### src/rtl/program_loader.sv
// Byte-stream program loader: LE length, LE halfwords to instr memory, CPU held in reset until done.
// Latency: write strobe the cycle after each halfword's 2nd byte; byte_ready_o low outside byte-taking states.
// Backpressure: stalled byte_valid_i freezes everything. LOADER_CHECKSUM_EN adds a trailing XOR checksum.
module program_loader #(
  parameter int ADDR_STEP = 1,
  parameter int MAX_INSTR = 256,
  parameter int WORD = 32,
  localparam int HALF_WORD = 16
) (
  input  logic                 clk_i,
  input  logic                 reset_i,
  input  logic                 start_i,
  input  logic                 byte_valid_i,
  input  logic [7:0]           byte_i,
  output logic                 byte_ready_o,
  output logic                 program_mem_write_en_o,
  output logic [HALF_WORD-1:0] instruction_o,
  output logic [WORD-1:0]      instruction_addr_o,
  output logic                 cpu_reset_o,
  output logic                 busy_o,
  output logic                 done_o,
  output logic                 error_o,
  output logic [15:0]          instr_count_o
);

`ifdef LOADER_CHECKSUM_EN
  typedef enum logic [3:0] {
    IDLE, LEN_LO, LEN_HI, DATA_LO, DATA_HI, WRITE, DONE, ERROR, CHK_LO, CHK_HI
  } state_e;
`else
  typedef enum logic [3:0] {
    IDLE, LEN_LO, LEN_HI, DATA_LO, DATA_HI, WRITE, DONE, ERROR
  } state_e;
`endif

  localparam logic [15:0]     MAX_LEN  = 16'(MAX_INSTR);
  localparam logic [WORD-1:0] ADDR_INC = WORD'(ADDR_STEP);

  state_e                 state_q, state_d;
  logic [15:0]            len_q, len_d;
  logic [HALF_WORD-1:0]   instr_q, instr_d;
  logic [WORD-1:0]        addr_q, addr_d;
  logic [15:0]            count_q, count_d;
  logic [15:0]            len_full;
  logic                   xfer;
`ifdef LOADER_CHECKSUM_EN
  logic [HALF_WORD-1:0]   csum_q, csum_d;
  logic [7:0]             chk_lo_q, chk_lo_d;
`endif

  always_ff @(posedge clk_i or negedge reset_i) begin
    if (!reset_i) begin
      state_q  <= IDLE;
      len_q    <= '0;
      instr_q  <= '0;
      addr_q   <= '0;
      count_q  <= '0;
`ifdef LOADER_CHECKSUM_EN
      csum_q   <= '0;
      chk_lo_q <= '0;
`endif
    end else begin
      state_q  <= state_d;
      len_q    <= len_d;
      instr_q  <= instr_d;
      addr_q   <= addr_d;
      count_q  <= count_d;
`ifdef LOADER_CHECKSUM_EN
      csum_q   <= csum_d;
      chk_lo_q <= chk_lo_d;
`endif
    end
  end

  always_comb begin
    state_d  = state_q;
    len_d    = len_q;
    instr_d  = instr_q;
    addr_d   = addr_q;
    count_d  = count_q;
`ifdef LOADER_CHECKSUM_EN
    csum_d   = csum_q;
    chk_lo_d = chk_lo_q;
`endif
    byte_ready_o           = 1'b0;
    program_mem_write_en_o = 1'b0;
    cpu_reset_o            = 1'b1;
    busy_o                 = 1'b0;
    done_o                 = 1'b0;
    error_o                = 1'b0;
    len_full               = {byte_i, len_q[7:0]};

    case (state_q)
      LEN_LO, LEN_HI, DATA_LO, DATA_HI: byte_ready_o = 1'b1;
`ifdef LOADER_CHECKSUM_EN
      CHK_LO, CHK_HI: byte_ready_o = 1'b1;
`endif
      default: byte_ready_o = 1'b0;
    endcase
    xfer = byte_valid_i && byte_ready_o;

    case (state_q)
      IDLE, DONE, ERROR: begin
        done_o      = (state_q == DONE);
        error_o     = (state_q == ERROR);
        cpu_reset_o = (state_q != DONE);
        // A new load clears the previous result and restarts addressing at zero.
        if (start_i) begin
          state_d = LEN_LO;
          count_d = '0;
          addr_d  = '0;
`ifdef LOADER_CHECKSUM_EN
          csum_d  = '0;
`endif
        end
      end
      LEN_LO: begin
        busy_o = 1'b1;
        if (xfer) begin
          len_d[7:0] = byte_i;
          state_d    = LEN_HI;
        end
      end
      LEN_HI: begin
        busy_o = 1'b1;
        if (xfer) begin
          len_d = len_full;
          if (len_full == 16'd0 || len_full > MAX_LEN) state_d = ERROR;
          else                                          state_d = DATA_LO;
        end
      end
      DATA_LO: begin
        busy_o = 1'b1;
        if (xfer) begin
          instr_d[7:0] = byte_i;
          state_d      = DATA_HI;
        end
      end
      DATA_HI: begin
        busy_o = 1'b1;
        if (xfer) begin
          instr_d[15:8] = byte_i;
          state_d       = WRITE;
        end
      end
      WRITE: begin
        busy_o                 = 1'b1;
        program_mem_write_en_o = 1'b1;
        count_d                = count_q + 16'd1;
        addr_d                 = addr_q + ADDR_INC;
`ifdef LOADER_CHECKSUM_EN
        csum_d                 = csum_q ^ instr_q;
        state_d                = (count_q + 16'd1 == len_q) ? CHK_LO : DATA_LO;
`else
        state_d                = (count_q + 16'd1 == len_q) ? DONE : DATA_LO;
`endif
      end
`ifdef LOADER_CHECKSUM_EN
      CHK_LO: begin
        busy_o = 1'b1;
        if (xfer) begin
          chk_lo_d = byte_i;
          state_d  = CHK_HI;
        end
      end
      CHK_HI: begin
        busy_o = 1'b1;
        if (xfer) state_d = ({byte_i, chk_lo_q} == csum_q) ? DONE : ERROR;
      end
`endif
      default: state_d = IDLE;
    endcase
  end

  assign instruction_o      = instr_q;
  assign instruction_addr_o = addr_q;
  assign instr_count_o      = count_q;

endmodule

### config.mk
export PLATFORM = sky130hd
export DESIGN_NAME = program_loader
export DESIGN_NICKNAME = d
export VERILOG_FILES = /design/src/rtl/program_loader.sv
export SDC_FILE = /design/constraint.sdc
export NUM_CORES = 1
export LEC_CHECK = 0
export CORE_MARGIN = 5
export CORE_UTILIZATION = 53
export CTS_CLUSTER_DIAMETER = 40
export CTS_CLUSTER_SIZE = 25
export DETAILED_ROUTE_END_ITERATION = 8
export PLACE_DENSITY = 0.78
export SLEW_MARGIN = 15
export SYNTH_ARGS = -nofsm -noshare
export SYNTH_HDL_FRONTEND = slang
export SYNTH_SLANG_ARGS = --single-unit
### constraint.sdc
create_clock -name clk_i -period 3.2 [get_ports clk_i]
set_input_delay 0.64 -clock clk_i [delete_from_list [all_inputs] [get_ports clk_i]]
set_output_delay 0.64 -clock clk_i [all_outputs]
set_load 0.005 [all_outputs]
# Word level (Yosys, flattened, before mapping)
# Index checks and enable logic that the tools add are counted.
dict set report classes {
  n_addsub 2
  n_mul 0
  div_mod_pow 0
  order_cmp 1
  n_eq_ne 14
  shift 0
  mux 20
  bitwise_logic 1
  n_reduce_logical 14
}
# operator count
set ops {}
lappend ops {{case mux 32 bit (2 select lines)} 1}
lappend ops {{adder 32 x 1 -> 32 bit (second input constant)} 1}
lappend ops {{2-to-1 mux 32 bit} 1}
lappend ops {{case mux 16 bit (2 select lines)} 1}
lappend ops {{case mux 4 bit (6 select lines)} 1}
lappend ops {{2-to-1 mux 4 bit} 5}
lappend ops {{adder 16 x 1 -> 16 bit (second input constant)} 1}
lappend ops {{equality test 16 bit} 1}
lappend ops {{equality test 4 x 3 -> 1 bit (second input constant)} 4}
lappend ops {{greater-than comparator 16 x 9 -> 1 bit (second input constant)} 1}
lappend ops {{logical NOT 16 bit} 1}
lappend ops {{2-to-1 mux 16 bit} 1}
lappend ops {{case mux 8 bit (2 select lines)} 1}
lappend ops {{inequality test 2 bit (second input constant)} 5}
lappend ops {{equality test 4 x 2 -> 1 bit (second input constant)} 2}
lappend ops {{2-to-1 mux 8 bit} 1}
lappend ops {{AND reduction 2 bit} 4}
lappend ops {{2-to-1 mux 1 bit} 6}
lappend ops {{2-to-1 mux 3 bit} 2}
lappend ops {{AND reduction 5 bit} 1}
lappend ops {{OR reduction 5 bit} 1}
lappend ops {{equality test 4 x 1 -> 1 bit (second input constant)} 1}
lappend ops {{logical NOT 4 bit} 1}
lappend ops {{inequality test 4 x 3 -> 1 bit (second input constant)} 1}
lappend ops {{7 further kinds} 7}
dict set report totals {
  reg_bits 84
  latchBits 0
  ramBits 0
  rom_bits 0
  output_inout_bits 70
  wordCells 59
  mem_count 0
}

# Longest topological paths before layout
dict set report depth {
  ltp_word 6
  ltp_mapped 9
  depth_no_buf 7
}

# Worst setup path before layout
# Ideal clock, no wire load.
dict set report synth_timing {
  path_kind {reg-to-reg}
  start {register count_q[0], in the netlist instr_count_o[0]}
  end {register state_q[0]}
  setup_ns 0.129
  arrival_time_ns 2.170
  required_ns 3.071
  path_slack_ns 0.900
  path_stages_with_launch 8
  period_less_slack_ns 2.300
  path_cell_list {dfrtp_1 ha_1 nand2_1 or4_4 a211oi_1 a31o_2 nand4_2 o41a_1}
}
dict set report synth_between {
  elab_chain_len 4
}
# item line_no
set synth_rtl {}
lappend synth_rtl {{start, declared} 43} ;# logic [15:0] count_q, count_d;
lappend synth_rtl {{start signal, assigned} 67} ;# count_q <= count_d;
lappend synth_rtl {{adder 16 x 1 -> 16 bit} 155} ;# state_d = (count_q + 16'd1 == len_q) ? DONE : DATA_LO;
lappend synth_rtl {{equality test 16 bit} 155}
lappend synth_rtl {{2-to-1 mux 3 bit} 155}
lappend synth_rtl {{case mux 4 bit (6 select lines)} 102} ;# case (state_q)
lappend synth_rtl {{end signal, assigned} 63} ;# state_q <= state_d;
lappend synth_rtl {{end, declared} 39} ;# state_e state_q, state_d;
# Every way passes these cells.
# A chain may end at the register's enable or synchronous reset.

# Final worst setup path
dict set report layout_timing {
  start {register state_q[0]}
  end {output program_mem_write_en_o}
}
dict set report layout_between {
  elab_chain_len 2
}
# item line_no
set layout_rtl {}
lappend layout_rtl {{equality test 4 x 3 -> 1 bit} 102}
lappend layout_rtl {{2-to-1 mux 1 bit} 102}
lappend layout_rtl {{end, declared} 16} ;# output logic program_mem_write_en_o,
# Every way passes these cells.

==> run metrics <==
multi-input logic area between 2000 and 2500 sq um; vias 3975; Total GRT Usage between 20% and 30%; Cell Area, Synth between 4000 and 5000 sq um; final-stage net count between 500 and 600; outcome completed; Commonest cells post-synth 83 x dfrtp_1, 80 x o21ai_0, 38 x nor2_1, 35 x nand2_1, 32 x mux2_2; critical path arrival around 2200 ps; largest cells by area after synthesis dfrtp_1 47%, o21ai_0 9.0%, mux2_2 8.1%; TritonCTS clock tree built; Register Area between 2000 and 2500 sq um; Fill cells 660; PwrDens roughly 700 nW/um^2; Diodes inserted 0; Slew Viols, Final 0; Placer Congestion between 0.9 and 1; die span in y 101.6 um; critical path type flop to output pin; fraction of registers with async set/reset between 90% and 100%; R2R cell count 6; final wirelength 11320 um; DRC 0; PortBufs 81; RR Endpoint state_q[0]$_DFFE_PN0P_; Worst Path Required ~2600 ps; die width 101.6 um; area leader, netlist dfrtp_1; Critical Path Sink Type output pin; final setup vio count 0; die area 10320 sq um; vias in the first global route 3822; Max IR drop VDD roughly 0.56 mV; I/O pin total 82; layout cell share with drive strength beyond 1 between 10% and 20%; worst hold path type input port to asynchronous set/reset pin; synthesized area per cell 9.456 sq um; antenna violations before repair 0; Pre-antenna DRT Iters 5; hpwl dp between 7000 and 8000 um; total CTS buffers 9; vias per cell 6.087; largest net degree at the start of global routing 84; CTS Sinks 83; synthesis-stage register bit count 83; first-pass GRT wire length ~19000 um; FMAX ~360 MHz; non-filler instance count after layout approximately 650; Congestion Overflow GR 0; Static Leak 0.002257 uW; synthesis warning total 0; wire per inst approximately 17 um; CP Launch Type flop; Final period util a little under 90%; Yosys cell types 47; FP Rows 33; Clock Skew 11.59 ps; worst skew pair latency approximately 360 ps; unrepaired setup endpoints after global routing no; Worst Tran Pin Value 748.7 ps; DRT iter0 DRCs approximately 320; reg2reg setup slack a little under 600 ps; cell count after synthesis 470; initial core utilization a little over half; Core Area roughly 8200 sq um; worst relative slew slack ~50%; Post-CTS Setup Bufs 0; number of flops mapped to enable cells by yosys 0; Root Driver clkbuf_8; Final Hold Fails 0; CP endpoint program_mem_write_en_o; Seq/Total Area, Yosys around 47%; post-synth top area share 46.73%; most common cell in the netlist dfrtp_1; minimum clock period about 2800 ps; P&R area growth vs syn 24.97%; dpl cells 637; Synthesized Nets between 400 and 500; max-cap viol count 0; crit-path max FO 15; Setup TNS 0 ps; CTS Buffer Depth 2; Post-CTS Resized 0; Routed Antenna Nets 0; worst reg2reg startpoint instr_count_o[2]$_DFFE_PN0P_; dominant synthesized flop cell dfrtp_1; Post-CTS Hold Fix Bufs 0; H-tree depth 3; CP Launch Point state_q[0]$_DFFE_PN0P_; Reg clk slew, reported paths 90 ps
[per-layer routing]
layer	share of wire, %	global-route usage [%]	vias up
li1	-	-	1868
met1	44	31.60	1941
met2	48	35.31	149
met3	6.8	5.992	17
met4	1.5	7.157	0
met5	0	0	-
[logic make-up (layout without fill, tap and decap cells)]
kind of cell / after synthesis / in the layout / synth area share [%]
AO/OA/AOI/OAI: 133 / 133 / 17.00
XOR/XNOR: 24 / 24 / 4.730
adder cells (fa/ha/maj): 2 / 2 / 0.5630
buffers and inverters: 30 / 108 / 2.899
flip-flops: 83 / 83 / 46.73
multiplexers: 35 / 35 / 8.784
AND/OR/NAND/NOR: 163 / 163 / 19.28
[stage by stage]
step	hold WS, ps	util, %	power (uW)	instance area [sq um]	worst slack [ps]
CTS	501.3	67.89	3807	5550	427.9
finish	309.5	67.94	3793	5554	408.5
floorplan	344.4	-	2379	4444	900.2
global route	381.3	67.94	4036	5554	243.7
detailed placement	493.2	65.12	2941	5324	566.7
global placement	465.9	65.12	2890	5324	631.2
[placed cells by master (no fill, tap or decap), types with 10 or more instances in the layout]
| cell type | count |
|---|---|
| dfrtp_1 | 83 |
| o21ai_0 | 80 |
| clkdlybuf4s50_1 | 80 |
| nor2_1 | 38 |
| nand2_1 | 35 |
| mux2_2 | 32 |
| nand3_1 | 20 |
| xnor2_1 | 16 |
| a21oi_1 | 15 |
| nand4_1 | 15 |
| and3_1 | 12 |
| a31oi_1 | 12 |
| clkbuf_8 | 10 |
[state kept, by name (all words and copies together), names as in the netlist]
| name | count |
|---|---|
| instr_count_o | 16 |
| len_q | 16 |
| state_q | 3 |
| instruction_addr_o | 32 |
| instruction_o | 16 |
[final cells by class]
cell class / instances / area share [%]
Clock buffer: 11 / 2.546
Clock inverter: 5 / 1.532
Inverter: 7 / 0.4731
Multi-Input combinational cell: 357 / 40.30
Sequential cell: 83 / 37.40
Tap cell: 105 / 2.365
Timing Repair Buffer: 85 / 15.39
[power breakdown]
group	switching (uW)	internal, uW
clock network	392	466
logic	625	753
registers	266	1290
total	1280	2510
[worst min-delay path by stage]
stage	start	end	slack (ps)	cells past startpoint
2_1_floorplan	reset_i	instr_count_o[0]$_DFFE_PN0P_	340	0
3_3_place_gp	instruction_addr_o[31]$_DFFE_PN0P_	instruction_addr_o[31]$_DFFE_PN0P_	470	1
3_5_place_dp	instruction_addr_o[26]$_DFFE_PN0P_	instruction_addr_o[26]$_DFFE_PN0P_	490	1
4_1_cts	reset_i	instruction_addr_o[21]$_DFFE_PN0P_	500	1
5_1_grt	reset_i	instruction_addr_o[29]$_DFFE_PN0P_	380	1
6_report	reset_i	instruction_addr_o[29]$_DFFE_PN0P_	310	1
[critical path: stages (launching register included)]
cell and delay [ps]:
dfrtp_1 640, inv_1 200, nor2_1 220, nand2_1 130
inv_2 110, clkdlybuf4s50_1 500
(Power assumes the default switching activity.)
